<file path="config.mk">
export PLATFORM = sky130hd
export DESIGN_NAME = laser_rx_array_flat
export DESIGN_NICKNAME = d
export VERILOG_FILES = /design/src/rtl/laser_rx_pkg.sv /design/src/rtl/laser_rx_array_if.sv /design/src/rtl/laser_rx_channel.sv /design/src/rtl/laser_rx_array.sv /design/src/flat_wrapper.sv
export SDC_FILE = /design/constraint.sdc
export NUM_CORES = 1
export LEC_CHECK = 0
export ABC_AREA = 0
export CAP_MARGIN = 20
export CORE_ASPECT_RATIO = 2
export CORE_MARGIN = 2
export CORE_UTILIZATION = 40
export DETAILED_ROUTE_END_ITERATION = 10
export DONT_BUFFER_PORTS = 1
export GPL_TIMING_DRIVEN = 0
export PLACE_DENSITY_LB_ADDON = 0.3
export SLEW_MARGIN = 20
export SYNTH_ARGS = -nofsm -noshare
export SYNTH_HDL_FRONTEND = slang
export SYNTH_HIERARCHICAL = 1
export SYNTH_SLANG_ARGS = --single-unit
</file>
<file path="constraint.sdc">
create_clock -name clock -period 1.6 [get_ports clock]
set_input_delay 0.32 -clock clock [delete_from_list [all_inputs] [get_ports clock]]
set_output_delay 0.32 -clock clock [all_outputs]
set_load 0.05 [all_outputs]
</file>
<file path="src/rtl/laser_rx_pkg.sv">
// Shared types, frame constants and counter-width helpers for the laser receiver array.
package laser_rx_pkg;

  typedef enum logic [1:0] {
    IDLE  = 2'd0,
    START = 2'd1,
    DATA  = 2'd2,
    STOP  = 2'd3
  } rx_state_t;

  localparam logic START_BIT = 1'b1;
  localparam logic STOP_BIT  = 1'b0;

  function automatic int phase_w(input int oversample);
    return (oversample > 1) ? $clog2(oversample) : 1;
  endfunction

  function automatic int bitcnt_w(input int data_bits);
    return $clog2(data_bits + 2);
  endfunction

  function automatic int win_w(input int align_win);
    return (align_win > 0) ? $clog2(align_win + 1) : 1;
  endfunction

endpackage

</file>
<file path="src/rtl/laser_rx_array_if.sv">
// Pin-side and delivery-side signal bundle of the laser receiver array.
interface laser_rx_array_if #(
  parameter int NUM_CH    = 2,
  parameter int DATA_BITS = 8
);
  logic [NUM_CH-1:0]           laser_in;
  logic                        group_mode;
  logic [NUM_CH*DATA_BITS-1:0] data_out;
  logic [NUM_CH-1:0]           ch_valid;
  logic [NUM_CH-1:0]           frame_err;
  logic                        group_valid;
  logic                        group_err;

  modport master (
    output laser_in, group_mode,
    input  data_out, ch_valid, frame_err, group_valid, group_err
  );

  modport slave (
    input  laser_in, group_mode,
    output data_out, ch_valid, frame_err, group_valid, group_err
  );
endinterface

</file>
<file path="src/rtl/laser_rx_channel.sv">
// One laser channel: synchroniser, edge detect, 3-sample majority vote, frame FSM
// and payload shift register.
module laser_rx_channel
  import laser_rx_pkg::*;
#(
  parameter int DATA_BITS  = 8,
  parameter int OVERSAMPLE = 8
) (
  input  logic                 clock,
  input  logic                 reset_n,
  input  logic                 line,
  output logic [DATA_BITS-1:0] data,
  output logic                 valid,
  output logic                 err,
  output logic                 idle
);

  localparam int PW = phase_w(OVERSAMPLE);
  localparam int BW = bitcnt_w(DATA_BITS);
  localparam logic [PW-1:0] PH_V0    = PW'(OVERSAMPLE/2 - 1);
  localparam logic [PW-1:0] PH_V1    = PW'(OVERSAMPLE/2);
  localparam logic [PW-1:0] PH_DEC   = PW'(OVERSAMPLE/2 + 1);
  localparam logic [PW-1:0] PH_LAST  = PW'(OVERSAMPLE - 1);
  localparam logic [BW-1:0] LAST_BIT = BW'(DATA_BITS - 1);

  logic sync_p0, sync_p1, edge_p2;
  logic prime_p0, prime_p1, armed;
  logic rise;

  rx_state_t            state, state_n;
  logic [PW-1:0]        phase, phase_n;
  logic [BW-1:0]        bitcnt, bitcnt_n;
  logic [DATA_BITS-1:0] shreg, shreg_n;
  logic [DATA_BITS-1:0] data_n;
  logic                 v0, v0_n, v1, v1_n;
  logic                 valid_n, err_n;
  logic                 vote, decide;

  // A line already high when reset releases must first be seen low before it can start a frame.
  always_ff @(posedge clock or negedge reset_n) begin
    if (!reset_n) begin
      sync_p0  <= 1'b0;
      sync_p1  <= 1'b0;
      edge_p2  <= 1'b0;
      prime_p0 <= 1'b0;
      prime_p1 <= 1'b0;
      armed    <= 1'b0;
    end else begin
      sync_p0  <= line;
      sync_p1  <= sync_p0;
      edge_p2  <= sync_p1;
      prime_p0 <= 1'b1;
      prime_p1 <= prime_p0;
      armed    <= armed | (prime_p1 & ~sync_p1);
    end
  end

  assign rise = armed & sync_p1 & ~edge_p2;

  always_ff @(posedge clock or negedge reset_n) begin
    if (!reset_n) begin
      state  <= IDLE;
      phase  <= '0;
      bitcnt <= '0;
      data   <= '0;
      valid  <= 1'b0;
      err    <= 1'b0;
    end else begin
      state  <= state_n;
      phase  <= phase_n;
      bitcnt <= bitcnt_n;
      data   <= data_n;
      valid  <= valid_n;
      err    <= err_n;
    end
  end

  always_ff @(posedge clock) begin
    shreg <= shreg_n;
    v0    <= v0_n;
    v1    <= v1_n;
  end

  assign vote   = (v0 & v1) | (v0 & sync_p1) | (v1 & sync_p1);
  assign decide = (phase == PH_DEC);
  assign idle   = (state == IDLE);

  always_comb begin
    state_n  = state;
    phase_n  = (phase == PH_LAST) ? '0 : phase + 1'b1;
    bitcnt_n = bitcnt;
    shreg_n  = shreg;
    data_n   = data;
    v0_n     = (phase == PH_V0) ? sync_p1 : v0;
    v1_n     = (phase == PH_V1) ? sync_p1 : v1;
    valid_n  = 1'b0;
    err_n    = 1'b0;
    case (state)
      IDLE: begin
        phase_n  = '0;
        bitcnt_n = '0;
        if (rise) state_n = START;
      end
      START: begin
        if (decide) begin
          if (vote == START_BIT) begin
            state_n = DATA;
          end else begin
            err_n   = 1'b1;
            state_n = IDLE;
          end
        end
      end
      DATA: begin
        if (decide) begin
          shreg_n = {vote, shreg[DATA_BITS-1:1]};
          if (bitcnt == LAST_BIT) state_n = STOP;
          else                    bitcnt_n = bitcnt + 1'b1;
        end
      end
      STOP: begin
        if (decide) begin
          if (vote == STOP_BIT) begin
            data_n  = shreg;
            valid_n = 1'b1;
          end else begin
            err_n = 1'b1;
          end
          state_n = IDLE;
        end
      end
      default: state_n = IDLE;
    endcase
  end

endmodule

</file>
<file path="src/rtl/laser_rx_array.sv">
// Multi-channel laser receiver: per-channel deframers plus optional aligned group delivery.
module laser_rx_array
  import laser_rx_pkg::*;
#(
  parameter int NUM_CH     = 2,
  parameter int DATA_BITS  = 8,
  parameter int OVERSAMPLE = 8,
  parameter int ALIGN_WIN  = 16
) (
  input  logic             clock,
  input  logic             reset_n,
  laser_rx_array_if.slave  bus
);

  localparam int WW = win_w(ALIGN_WIN);
  localparam logic [WW-1:0] WIN_MAX = WW'(ALIGN_WIN);

  logic [NUM_CH-1:0] valid_w, err_w, idle_w;
  logic [NUM_CH-1:0] pending, pend_hit, pend_nx;
  logic [WW-1:0]     win_cnt, win_nx;
  logic              gm_q, gv_q, ge_q, gv_nx, ge_nx;

  for (genvar c = 0; c < NUM_CH; c++) begin : g_ch
    logic [DATA_BITS-1:0] data_c;

    laser_rx_channel #(
      .DATA_BITS (DATA_BITS),
      .OVERSAMPLE(OVERSAMPLE)
    ) u_ch (
      .clock  (clock),
      .reset_n(reset_n),
      .line   (bus.laser_in[c]),
      .data   (data_c),
      .valid  (valid_w[c]),
      .err    (err_w[c]),
      .idle   (idle_w[c])
    );

    assign bus.data_out[c*DATA_BITS +: DATA_BITS] = data_c;
  end

  assign bus.ch_valid    = valid_w;
  assign bus.frame_err   = err_w;
  assign bus.group_valid = gv_q;
  assign bus.group_err   = ge_q;

  // Mode changes only take effect between frames so a window never straddles a mode switch.
  always_ff @(posedge clock or negedge reset_n) begin
    if (!reset_n) begin
      gm_q    <= 1'b0;
      pending <= '0;
      win_cnt <= '0;
      gv_q    <= 1'b0;
      ge_q    <= 1'b0;
    end else begin
      gm_q    <= (&idle_w) ? bus.group_mode : gm_q;
      pending <= pend_nx;
      win_cnt <= win_nx;
      gv_q    <= gv_nx;
      ge_q    <= ge_nx;
    end
  end

  assign pend_hit = pending | valid_w;

  // win_cnt equals clocks elapsed since the first completion of the current window.
  always_comb begin
    pend_nx = '0;
    win_nx  = '0;
    gv_nx   = 1'b0;
    ge_nx   = 1'b0;
    if (gm_q) begin
      if ((|pending) && (|err_w)) begin
        ge_nx = 1'b1;
      end else if (&pend_hit) begin
        gv_nx = 1'b1;
      end else if ((|pending) && (win_cnt >= WIN_MAX)) begin
        ge_nx = 1'b1;
      end else begin
        pend_nx = pend_hit;
        if (|pend_hit) win_nx = (win_cnt == WIN_MAX) ? win_cnt : win_cnt + 1'b1;
      end
    end
  end

endmodule

</file>
<file path="src/flat_wrapper.sv">
// flat-port wrapper written by rule: the top's interface ports become plain ports
module laser_rx_array_flat import laser_rx_pkg::*;
#(
  parameter int NUM_CH     = 2,
  parameter int DATA_BITS  = 8,
  parameter int OVERSAMPLE = 8,
  parameter int ALIGN_WIN  = 16
)
  (clock, reset_n, bus_laser_in, bus_group_mode, bus_data_out, bus_ch_valid, bus_frame_err, bus_group_valid, bus_group_err);
  laser_rx_array_if #(.NUM_CH(NUM_CH), .DATA_BITS(DATA_BITS)) bus_i ();
  input  logic clock;
  input  logic reset_n;
  input wire logic [$bits(bus_i.laser_in)-1:0] bus_laser_in;
  input wire logic [$bits(bus_i.group_mode)-1:0] bus_group_mode;
  output wire logic [$bits(bus_i.data_out)-1:0] bus_data_out;
  output wire logic [$bits(bus_i.ch_valid)-1:0] bus_ch_valid;
  output wire logic [$bits(bus_i.frame_err)-1:0] bus_frame_err;
  output wire logic [$bits(bus_i.group_valid)-1:0] bus_group_valid;
  output wire logic [$bits(bus_i.group_err)-1:0] bus_group_err;
  assign bus_i.laser_in = bus_laser_in;
  assign bus_i.group_mode = bus_group_mode;
  assign bus_data_out = bus_i.data_out;
  assign bus_ch_valid = bus_i.ch_valid;
  assign bus_frame_err = bus_i.frame_err;
  assign bus_group_valid = bus_i.group_valid;
  assign bus_group_err = bus_i.group_err;
  laser_rx_array #(.NUM_CH(NUM_CH), .DATA_BITS(DATA_BITS), .OVERSAMPLE(OVERSAMPLE), .ALIGN_WIN(ALIGN_WIN)) u_core (.clock(clock), .reset_n(reset_n), .bus(bus_i));
endmodule
</file>
# Word-level counts from Yosys, hierarchy flattened
# Index checks and enable logic that the tools add are counted.
# totals
reg_bits	78
out_inout_bits	22
# classes
n_addsub	5
mux	53
eq_ne	30
order_cmp	1
n_bitwise	25
n_reduce_logical	19
# ops
cell	count
2-bit two-way mux	16
5-bit two-way mux	6
2-bit inequality test, second input constant	10
3-bit equality test, second input constant	6
1-bit two-way mux	17
4-bit two-way mux	4
2-bit case mux with 4 select lines	2
4-bit case mux with 2 select lines	2
1-bit bitwise AND	12
3-bit two-way mux	4
3-bit AND reduction	4
5-bit AND reduction	2
4-bit by 1-bit adder with 4-bit output, second input constant	2
2-bit equality test, second input constant	4
4-bit by 3-bit equality test with 1-bit output, second input constant	2
2-bit AND reduction	4
3-bit by 1-bit adder with 3-bit output, second input constant	2
3-bit by 2-bit equality test with 1-bit output, second input constant	2
6-bit inequality test, second input constant	1
1-bit NOT	6
1-bit OR	6
2-bit OR reduction	3
5-bit by 1-bit adder with 5-bit output, second input constant	1
5-bit equality test, second input constant	1
other kinds (8)	14

# Logic depth before layout (Yosys ltp)
# Gate-level depths: netlist (run 1).
# logic_depth
ltp_word	7
mapped_depth	6

# Modules after synthesis
# The synthesis (run 1) kept the hierarchy.
# modules_own_cells
module	area_each_um2	seq_area_each_um2	cells_per_inst	n_inst
laser_rx_channel (u_core.g_ch[1].u_ch)	1382.6	925.9	96	1
laser_rx_channel (u_core.g_ch[0].u_ch)	1381.3	925.9	96	1
laser_rx_array	514.2	250.2	46	1

# Worst setup path before layout (run 1)
# No wires, ideal clock.
# synth_timing
kind	reg-to-reg
from	register u_core.g_ch[0].u_ch.sync_p1
to	register u_core.g_ch[0].u_ch.data[0]
setup_slack_ns	0.079
stages_incl_launch_ff	5
setup_time_ns	0.125
synth_period_minus_slack_ns	1.521
t_arrival_ns	1.396
path_buffers	1
cell_sequence	dfrtp_1 maj3_2 nor3b_2 buf_6 mux2_2
# synth_between
elab_chain_cells	5
word_cells_on_any_way	6
classes_between	5 x bitwise; 1 x reduce/logical
# synth_lines
element	line_no	source
from (decl)	laser_rx_channel.sv:26	logic sync_p0, sync_p1, edge_p2;
from (signal assigned)	laser_rx_channel.sv:50	sync_p1 <= sync_p0;
1-bit bitwise AND	laser_rx_channel.sv:84	assign vote = (v0 & v1) | (v0 & sync_p1) | (v1 & sync_p1);
1-bit OR	laser_rx_channel.sv:84	
1-bit OR *	laser_rx_channel.sv:84	
net u_core.g_ch[0].u_ch.vote	laser_rx_channel.sv:37	logic vote, decide;
1-bit NOT (no line) *	n/a	
3-bit AND reduction (no line) *	n/a	
to (signal assigned)	laser_rx_channel.sv:72	data <= data_n;
to (decl)	laser_rx_channel.sv:12	output logic [DATA_BITS-1:0] data,
# The timed path passes the listed nets; every way through them passes the cells marked *.
# A chain may end at the register's enable or synchronous reset.

# Final worst setup path (run 1)
# layout_timing
from	register u_core.g_ch[0].u_ch.v0
to	register u_core.g_ch[0].u_ch.data[0]
# layout_between
elab_chain_cells	5
word_cells_on_any_way	6
classes_between	5 x bitwise; 1 x reduce/logical
# layout_lines
element	line_no	source
from (decl)	laser_rx_channel.sv:35	logic v0, v0_n, v1, v1_n;
from (signal assigned)	laser_rx_channel.sv:80	v0 <= v0_n;
1-bit bitwise AND	laser_rx_channel.sv:84	
1-bit OR * (2 in series)	laser_rx_channel.sv:84	
net u_core.g_ch[0].u_ch.vote	laser_rx_channel.sv:37	
1-bit NOT (no line) *	n/a	
3-bit AND reduction (no line) *	n/a	
# Marks and branches as above.

==> flow_summary_export.csv, run 1 <==
group,metric,value,unit
timing,setup_slack,-10.3,ps
clock_tree,cts.sinks,80,
critical_path,end_kind,"flop",
final_layout,fin_nets,277,
yosys,synthFlopType,"dfrtp_1",
floorplanning,die_y,132,µm
global_route,overflow,0,
floorplanning,rows,46,
drt,drt.antenna.violating_nets,0,
timing,relSlewSlack,64.6,%
final_layout,final_common_cell,"dfrtp_1",
drt,wire_per_inst,15.5,µm
pwr,sw_frac_of_total,34.0,%
drt,vias,1906,
final_layout,final_layout_size_suffix_gt1_share,24.7,%
critical_path,cp-start-kind,"flop",
clock_tree,insertion_delay,330,ps
timing,fmax,621,MHz
yosys,synth_xor_xnor_area_share,1.34,%
clock_tree,cts_max_level,3,
global_route,grt_pass1_wl,9620,µm
timing,rsz0062_at_grt,"yes",
yosys,synthAdderAreaFrac,6.03,%
clock_tree,cts_root_buf,"clkbuf_16",
yosys,synthSimpleGateAreaFrac,13.8,%
floorplanning,initial_core_util,41.3,%
yosys,synth-seq-cells,80,
final_layout,nFillCells,699,
yosys,synthDistinctLibCells,46,
yosys,synth_mux_area_share,6.15,%
placement,dp_cells,334,
floorplanning,ios,27,
yosys,synthArstFlopShare,75.0,%
placement,io_buffers,0,
final_layout,seq_area,2100,µm²
pwr,intPower,4.23,mW
critical_path,cp.required,1810,ps
pwr,peakVddDrop,960,µV
timing,finalSetupViolations,5,
timing,hold_ws,-318,ps
drt,drc,0,
final_layout,final_cell_mix,"dfrtp_1, edfxtp_1, ha_1",
pwr,clkPwrFrac,31.2,%
placement,place_hpwl,3650,µm
run_status,outcome,"complete, but fails checks",
critical_path,arrival,1820,ps
critical_path,r2r-end,"u_core/g_ch[0].u_ch/data[0]",
critical_path,r2r_cells,4,
critical_path,critPathKind,"flop to flop",
global_route,grt_pass1_vias,2086,
yosys,synth_top_family_by_area,"simple AND/OR/NAND/NOR gates",
drt,drt-vias-per-instance,5.31,
yosys,seq_area_frac_synth,64.1,%
timing,layout_min_cycle_time,1610,ps
pwr,finalPower,6.41,mW
yosys,synth_edf_count,20,
yosys,synthesis.instances,238,
pwr,seqPwrFrac,50.4,%
drt,drt_iter0_drc,98,
yosys,synth_fp_nets,257,
floorplanning,die_area,8980,µm²
yosys,syn_area_per_cell,13.8,µm²
final_layout,n_antenna_cell,0,
drt,dr.pass1.iters,5,
final_layout,syn2layout_area_growth,19.0,%
drt,routed_wl,5570,µm
clock_tree,cts_tree,"yes",
final_layout,post-route-util,49.1,%
yosys,synth_compound_area_share,5.76,%
floorplanning,core,7940,µm²
pwr,combPwrFrac,18.4,%
global_route,antenna_found_initial,0,
pwr,power_density,1640,nW/µm²
clock_tree,cts_buffers,9,
timing,hold_viol_final,60,
timing,tightest_slew,531,ps
timing,clock_skew,4.41,ps
critical_path,r2r-start,"u_core/g_ch[0].u_ch/v0",
yosys,synth_area,3280,µm²
clock_tree,cts_buffer_depth,2,
timing,min_period_over_period,101,%
pwr,power_leakage,1.68,nW
pwr,p_switching,2.18,mW
critical_path,worst-path-max-fanout,5,
timing,fin_tns_setup,-29.6,ps
floorplanning,die_w,68.0,µm
global_route,grt_usage,14.3,%
final_layout,fin_cells,359,
global_route,grt_max_degree,61,
yosys,yosysWarnings,6,
job,cap_violations,0,
run_status,violations,"hold timing, setup timing",
final_layout,multi_input_area,1220,µm²
critical_path,reg2reg_slack,-10,ps
placement,place_congestion,0.777,
worst_hold_path,worstHoldPathType,"input pin to async pin",
timing,finalMaxSlewViolations,0,
clock_tree,cts.reportedPaths.clkPinSlew,60,ps
-- how the worst max path moves through the flow --
stage | start | end | slack (ps) | cells past startpoint
after global routing | u_core/g_ch[0].u_ch/v1 | u_core/g_ch[0].u_ch/data[0] | -60 | 4
after floorplan | u_core/g_ch[0].u_ch/sync_p1 | u_core/g_ch[0].u_ch/data[0] | 80 | 4
after global placement | u_core/g_ch[0].u_ch/phase[1] | u_core/g_ch[0].u_ch/shreg[2] | -90 | 4
after detailed placement | u_core/g_ch[0].u_ch/phase[1] | u_core/g_ch[0].u_ch/shreg[2] | -170 | 4
final | u_core/g_ch[0].u_ch/v0 | u_core/g_ch[0].u_ch/data[0] | -10 | 4
after CTS | u_core/g_ch[0].u_ch/phase[1] | u_core/g_ch[0].u_ch/data[0] | -10 | 6
-- synth_stat cells, types with 4 or more instances --
cell	n	area share (%)
dfrtp_1	60	46
inv_1	12	1.4
nor3_1	11	1.7
mux2_2	16	5.5
xor2_1	4	1.1
nor2_1	14	1.6
nand3_1	10	1.5
edfxtp_1	20	18
nand2_1	10	1.1
ha_1	14	5.3
o211ai_1	4	0.92
-- state kept, by name (all words and copies together) (netlist names), 5 cells and up, named ones only --
register,count
u_core/g_ch.u_ch/bitcnt,8
u_core/g_ch.u_ch/data,16
u_core/g_ch.u_ch/phase,6
u_core/g_ch.u_ch/shreg,16
u_core/win_cnt,5
-- stage by stage --
| step | worst slack (ps) | area [µm²] |
|---|---|---|
| after floorplan | 79.3 | 3280 |
| after global placement | -90.9 | 3400 |
| after detailed placement | -168 | 3400 |
| after CTS | -11.3 | 3820 |
| after global routing | -61.6 | 3900 |
| final | -10.3 | 3900 |
-- routing by layer --
layer,part of all wire (%),vias to the layer above,routed length (µm),GRT usage (%)
li1,-,899,-,-
met1,40,972,2230,15.3
met2,55,28,3050,24.6
met3,2.9,7,162,4.44
met4,2.2,0,124,6.56
met5,0,-,0,0
-- final cells by class --
class | instances | area share (%)
Multi-Input combinational cell | 140 | 31.2
Inverter | 12 | 1.15
Tap cell | 96 | 3.08
Buffer | 6 | 1.03
Clock inverter | 6 | 1.73
Clock buffer | 10 | 5.87
Timing Repair Buffer | 9 | 1.99
Sequential cell | 80 | 53.9
-- critical path: stages, from the launching register on --
cell and delay (ps):
edfxtp_1 390, maj3_2 380, nor3b_4 240, buf_6 160, mux2_2 330
-- power groups by stage --
stage               Sequential (mW)  Clock (mW)  Combinational [mW]
global route                   3.28        2.16                1.34
finish                         3.23        2.00                1.18
floorplan                      3.15           0               0.754
global placement               3.23           0               0.898
detailed placement             3.24           0               0.933
CTS                            3.24        2.06                1.07
-- cells by family after synthesis --
family / count (synthesis)
flops: 80
fa+ha+maj: 16
xor+xnor: 5
simple gates: 74
buf+inv: 18
compound gates: 25
mux: 18
other cells: 2
-- what timing repair did --
action | CTS | global route
pin swaps | 3 | 0
endpoints found under the setup margin | 32 | 40
endpoints found under the hold margin | 60 | 61
gates cloned | 2 | 0
gates resized for setup | 18 | 17
buffers inserted | 4 | 2
Note: power is estimated with default switching activity, not from simulation.
==> run 2: changes to the inputs <==
--- a/config.mk
+++ b/config.mk
@@ -13,7 +13,6 @@
 export DETAILED_ROUTE_END_ITERATION = 10
 export DONT_BUFFER_PORTS = 1
 export GPL_TIMING_DRIVEN = 0
-export PLACE_DENSITY_LB_ADDON = 0.3
 export SLEW_MARGIN = 20
 export SYNTH_ARGS = -nofsm -noshare
 export SYNTH_HDL_FRONTEND = slang
==> run 2 against run 1 <==
Effect of this change:
- sequential share of layout area down 0.086 points
- the flow still finishes with violations (hold timing, setup timing)
- critical path depth is the same
- setup slack about the same
- core utilization increased by 0.079 points
- hold slack worse by 3.7 ps
- largest cell class unchanged
==> flow_summary_export.csv, run 2 (synthesized netlist as in run 1, its figures left out) <==
group,metric,value,unit
final_layout,final_cell_mix,"dfrtp_1, edfxtp_1, ha_1, mux2_4, buf_4",
pwr,seqPwrFrac,51.3,%
global_route,overflow,0,
timing,fin_tns_setup,-19.4,ps
drt,drt.antenna.violating_nets,0,
final_layout,final_common_cell,"dfrtp_1",
critical_path,end_kind,"flop",
final_layout,top_regs,"u_core/g_ch.u_ch/data (16), u_core/g_ch.u_ch/shreg (16), u_core/g_ch.u_ch/bitcnt (8)",
timing,min_period_over_period,101,%
timing,finalSetupViolations,2,
pwr,sw_frac_of_total,34.8,%
placement,dp_cells,334,
clock_tree,cts_buffer_depth,2,
final_layout,fin_nets,282,
floorplanning,ios,27,
critical_path,critPathMaxStageDelay,390,ps
clock_tree,insertion_delay,330,ps
clock_tree,cts_root_buf,"clkbuf_16",
global_route,grt-busiest-layer,"met2",
placement,io_buffers,0,
clock_tree,cts.reportedPaths.clkPinSlew,60,ps
final_layout,n_antenna_cell,0,
drt,wire_per_inst,15.5,µm
critical_path,r2r_cells,4,
critical_path,crit_path_top_delay_cell,"dfrtp_1",
final_layout,nFillCells,698,
floorplanning,core,7940,µm²
pwr,power_leakage,1.69,nW
final_layout,postLayoutCellArea,3910,µm²
final_layout,fin_cells,364,
critical_path,cp-start-kind,"flop",
clock_tree,cts_buffers,9,
floorplanning,die_y,132,µm
clock_tree,cts.sinks,80,
global_route,grt_usage,13.9,%
critical_path,reg2reg_slack,-10,ps
timing,finalMaxSlewViolations,0,
pwr,clkPwrFrac,29.6,%
floorplanning,initial_core_util,41.3,%
drt,routed_wl,5640,µm
final_layout,post-route-util,49.2,%
run_status,violations,"hold timing, setup timing",
global_route,grt_pass1_vias,1985,
global_route,antenna_found_initial,0,
drt,vias,1898,
global_route,met1_usage,15.5,%
placement,place_congestion,0.766,
global_route,grt_pass1_wl,9360,µm
timing,tightest_slew,536,ps
critical_path,worst-path-max-fanout,5,
timing,relSlewSlack,64.2,%
drt,drt-vias-per-instance,5.21,
final_layout,syn2layout_area_growth,19.2,%
global_route,use_met2,23.0,%
global_route,grt_max_degree,61,
pwr,power_density,1610,nW/µm²
placement,place_area,3400,µm²
job,cap_violations,0,
run_status,outcome,"complete, but fails checks",
pwr,finalPower,6.27,mW
critical_path,r2r-end,"u_core/g_ch[0].u_ch/data[3]",
pwr,peakVddDrop,690,µV
pwr,p_switching,2.19,mW
floorplanning,die_w,68.0,µm
drt,drt_iter0_drc,133,
clock_tree,cts_tree,"yes",
timing,hold_ws,-321,ps
placement,place_hpwl,3580,µm
timing,layout_min_cycle_time,1610,ps
pwr,combPwrFrac,19.1,%
timing,rsz0062_at_grt,"yes",
critical_path,r2r-start,"u_core/g_ch[0].u_ch/sync_p1",
drt,dr.pass1.iters,4,
pwr,intPower,4.09,mW
drt,drc,0,
timing,setup_slack,-10.2,ps
timing,clock_skew,7.08,ps
clock_tree,cts_max_level,3,
critical_path,arrival,1830,ps
floorplanning,rows,46,
critical_path,path_cells,"maj3_2 > nor3b_4 > buf_6 > mux2_2",
global_route,use_met3,3.76,%
timing,hold_viol_final,60,
floorplanning,die_area,8980,µm²
critical_path,critPathKind,"flop to flop",
worst_hold_path,worstHoldPathType,"input pin to async pin",
placement,place_ws,-140,ps
critical_path,cp.required,1820,ps
final_layout,final_layout_size_suffix_gt1_share,26.9,%
timing,fmax,621,MHz
-- run 2: cell count changes in the layout (fill, tap and decap cells not counted), sizes merged --
cell and delta:
buf +6, dlygate4sd3 -1, clkinv +1, bufinv -1
-- run 2: routing by layer --
layer  vias up  wire [µm]  part of all wire (%)
li1        903          -                     -
met1       964       2280                    40
met2        26       3110                    55
met3         5        157                   2.8
met4         0         88                   1.6
met5         -          0                     0
-- run 2: repair_timing --
| item | 4_1_cts | 5_1_grt |
|---|---|---|
| cloned | 2 | 0 |
| pin swaps | 5 | 4 |
| endpoints found under the setup margin | 32 | 40 |
| setup buffers | 4 | 8 |
| gates resized for setup | 17 | 20 |
| endpoints found under the hold margin | 60 | 60 |
-- run 2: power groups by stage --
stage / registers (mW) / logic [mW] / clock network [mW]
2_1_floorplan: 3.15 / 0.754 / 0
3_3_place_gp: 3.23 / 0.900 / 0
3_5_place_dp: 3.24 / 0.934 / 0
4_1_cts: 3.22 / 1.05 / 1.92
5_1_grt: 3.27 / 1.36 / 2.00
6_report: 3.22 / 1.20 / 1.86
-- run 2: final cells by class --
class	instances	area [µm²]	area share [%]
clock inverters	6	42.5	1.09
multi-input cells	140	1210	31.1
clock buffers	10	229	5.86
well taps	96	120	3.07
repair buffers	14	113	2.88
plain buffers	6	40.0	1.02
flip-flops and latches	80	2100	53.9
inverters	12	45.0	1.15
-- run 2: worst max-delay path by stage --
stage | depth (start not counted) | slack (ps) | endpoint | startpoint
after global routing | 4 | -60 | u_core/g_ch[0].u_ch/data[3] | u_core/g_ch[0].u_ch/sync_p1
final | 4 | -10 | u_core/g_ch[0].u_ch/data[3] | u_core/g_ch[0].u_ch/sync_p1
after floorplan | 4 | 80 | u_core/g_ch[0].u_ch/data[0] | u_core/g_ch[0].u_ch/sync_p1
after CTS | 6 | -20 | u_core/g_ch[1].u_ch/data[4] | u_core/g_ch[1].u_ch/phase[1]
after detailed placement | 4 | -140 | u_core/g_ch[0].u_ch/shreg[1] | u_core/g_ch[0].u_ch/phase[1]
after global placement | 4 | -90 | u_core/g_ch[0].u_ch/shreg[2] | u_core/g_ch[0].u_ch/phase[1]
-- run 2: critical path, delay by kind of cell (launching register included) --
family / cells / cell delay (ps)
flip-flops: 1 / 390
adder cells (fa/ha/maj): 1 / 350
multiplexers: 1 / 330
AND/OR/NAND/NOR: 1 / 260
buffers and inverters: 1 / 170
==> run 3: changes to the inputs <==
--- a/config.mk
+++ b/config.mk
@@ -10,9 +10,11 @@
 export CORE_ASPECT_RATIO = 2
 export CORE_MARGIN = 2
 export CORE_UTILIZATION = 40
+export CTS_CLUSTER_DIAMETER = 80
 export DETAILED_ROUTE_END_ITERATION = 10
 export DONT_BUFFER_PORTS = 1
 export GPL_TIMING_DRIVEN = 0
+export PLACE_DENSITY = 0.56
 export SLEW_MARGIN = 20
 export SYNTH_ARGS = -nofsm -noshare
 export SYNTH_HDL_FRONTEND = slang
==> run 3 against run 2 <==
Effect of this change:
- clock power is 17% higher
- cell count shrank 1.4%
- routed wire length shrank 1.3%
- first-iteration DRC count down 59%
- count of clock-buffer cells in the layout unchanged
- core utilization up 0.39 points
- design area is 0.80% higher
- setup slack worse by 48 ps
- the run still ends with hold timing, setup timing left
- via count down 2.3%
- die area stayed put
- largest cell class unchanged
- clock skew fell by 2.4 ps
==> flow_summary_export.csv, run 3 (synthesized netlist as in run 1, its figures left out) <==
group,metric,value,unit
pwr,power_leakage,1.69,nW
final_layout,postLayoutCellArea,3940,µm²
floorplanning,die_w,68.0,µm
drt,routed_wl,5560,µm
global_route,grt_usage,13.8,%
final_layout,final_cell_mix,"dfrtp_1, edfxtp_1, mux2_4",
timing,finalMaxSlewViolations,0,
timing,tightest_slew,538,ps
timing,setup_slack,-57.9,ps
drt,drc,0,
drt,drt-vias-per-instance,5.16,
global_route,grt_max_degree,61,
pwr,seqPwrFrac,49.3,%
timing,clock_skew,4.64,ps
pwr,clkPwrFrac,33.1,%
final_layout,top_regs,"u_core/g_ch.u_ch/data (16), u_core/g_ch.u_ch/shreg (16), u_core/g_ch.u_ch/bitcnt (8)",
placement,place_area,3400,µm²
timing,min_period_over_period,104,%
floorplanning,initial_core_util,41.3,%
pwr,peakVddDrop,776,µV
clock_tree,insertion_delay,330,ps
critical_path,critPathMaxStageDelay,420,ps
placement,io_buffers,0,
final_layout,final_common_cell,"dfrtp_1",
timing,rsz0062_at_grt,"yes",
floorplanning,die_area,8980,µm²
floorplanning,ios,27,
final_layout,final_layout_size_suffix_gt1_share,25.1,%
clock_tree,cts.sinks,80,
critical_path,path_cells,"maj3_2 > nor3b_4 > buf_6 > mux2_2",
pwr,intPower,4.38,mW
drt,vias,1854,
timing,layout_min_cycle_time,1660,ps
run_status,outcome,"complete, but fails checks",
timing,hold_ws,-324,ps
critical_path,cp.required,1820,ps
global_route,grt_pass1_wl,9210,µm
critical_path,worstSetupStartpoint,"u_core/g_ch[1].u_ch/sync_p1",
drt,dr.pass1.iters,4,
timing,finalSetupViolations,8,
pwr,combPwrFrac,17.6,%
placement,place_hpwl,3560,µm
pwr,sw_frac_of_total,33.2,%
final_layout,nFillCells,693,
critical_path,end_kind,"flop",
worst_hold_path,worstHoldPathType,"input pin to async pin",
floorplanning,die_y,132,µm
placement,place_ws,-153,ps
final_layout,fin_nets,277,
floorplanning,core,7940,µm²
drt,drt.antenna.violating_nets,0,
clock_tree,cts_hold_buf,2,
drt,drt_iter0_drc,54,
critical_path,cp-start-kind,"flop",
critical_path,r2r-start,"u_core/g_ch[1].u_ch/sync_p1",
critical_path,worst-path-max-fanout,5,
critical_path,arrival,1880,ps
timing,fmax,603,MHz
final_layout,syn2layout_area_growth,20.2,%
pwr,p_switching,2.18,mW
pwr,power_density,1670,nW/µm²
job,cap_violations,0,
final_layout,n_antenna_cell,0,
clock_tree,cts.reportedPaths.clkPinSlew,60,ps
drt,wire_per_inst,15.5,µm
clock_tree,cts_max_level,3,
clock_tree,cts_buffers,9,
global_route,grt_pass1_vias,1945,
timing,relSlewSlack,64.1,%
clock_tree,cts_tree,"yes",
placement,place_congestion,0.790,
global_route,antenna_found_initial,0,
critical_path,critPathKind,"flop to flop",
floorplanning,rows,46,
clock_tree,cts_buffer_depth,2,
timing,hold_viol_final,60,
run_status,violations,"hold timing, setup timing",
critical_path,crit_path_top_delay_cell,"dfrtp_2",
global_route,overflow,0,
clock_tree,cts_root_buf,"clkbuf_16",
==> run 3: worst max-delay path: cells and delay by family, from the launching register on <==
family,cells,cell delay (ps)
mux,1,330
flops,1,420
fa+ha+maj,1,370
simple gates,1,250
buf+inv,1,170
==> run 3: power by group through the flow <==
stage | clock (mW) | combinational, mW | sequential (mW)
after detailed placement | 0 | 0.933 | 3.24
after global routing | 2.32 | 1.30 | 3.29
final | 2.17 | 1.15 | 3.23
after global placement | 0 | 0.904 | 3.23
after CTS | 2.24 | 1.02 | 3.22
after floorplan | 0 | 0.754 | 3.15
==> run 3: worst paths after layout <==
path                                                  to  slack, ps  depth (start not counted)
hold / removal             u_core/g_ch[0].u_ch/bitcnt[3]       -320                          0
setup reg to reg             u_core/g_ch[1].u_ch/data[2]        -60                          4
max in group asynchronous   u_core/g_ch[1].u_ch/phase[0]       1810                          0
setup / recovery             u_core/g_ch[1].u_ch/data[2]        -60                          4
min in group clock                           u_core/gm_q        120                          1
hold reg to reg              u_core/g_ch[0].u_ch/sync_p1        350                          0
==> run 3: repair_timing <==
| action | in CTS | in global routing |
|---|---|---|
| cloned | 1 | 1 |
| hold endpoints to repair | 62 | 60 |
| buffers inserted | 2 | 3 |
| pin swaps | 2 | 4 |
| setup endpoints to repair | 34 | 40 |
| resized for setup | 13 | 27 |
==> run 3: final cells by class <==
cell class / instances / area (µm²) / area share [%]
clock buffers: 10 / 229 / 5.81
clock inverters: 6 / 92.6 / 2.35
plain buffers: 6 / 40.0 / 1.02
flip-flops and latches: 80 / 2110 / 53.5
multi-input cells: 140 / 1220 / 31.1
repair buffers: 9 / 80.1 / 2.03
well taps: 96 / 120 / 3.05
inverters: 12 / 45.0 / 1.14
==> run 3: per-stage QoR <==
stage / hold WS (ps) / power, mW / cells / util, % / setup TNS (ps)
6_report: -324 / 6.56 / 359 / 49.6 / -250
2_1_floorplan: 24.4 / 3.90 / 238 / - / 0
3_3_place_gp: 27.0 / 4.13 / 334 / 42.8 / -1780
5_1_grt: -342 / 6.91 / 359 / 49.6 / -826
3_5_place_dp: 27.0 / 4.17 / 334 / 42.8 / -3150
4_1_cts: -337 / 6.47 / 355 / 48.0 / -56.2
==> run 3: layer usage <==
layer | share of wire, % | routed length (µm) | global-route usage [%]
met5 | 0 | 0 | 0
met2 | 52 | 2890 | 22.0
met3 | 3.5 | 197 | 4.36
met1 | 42 | 2320 | 15.9
met4 | 2.8 | 157 | 8.00
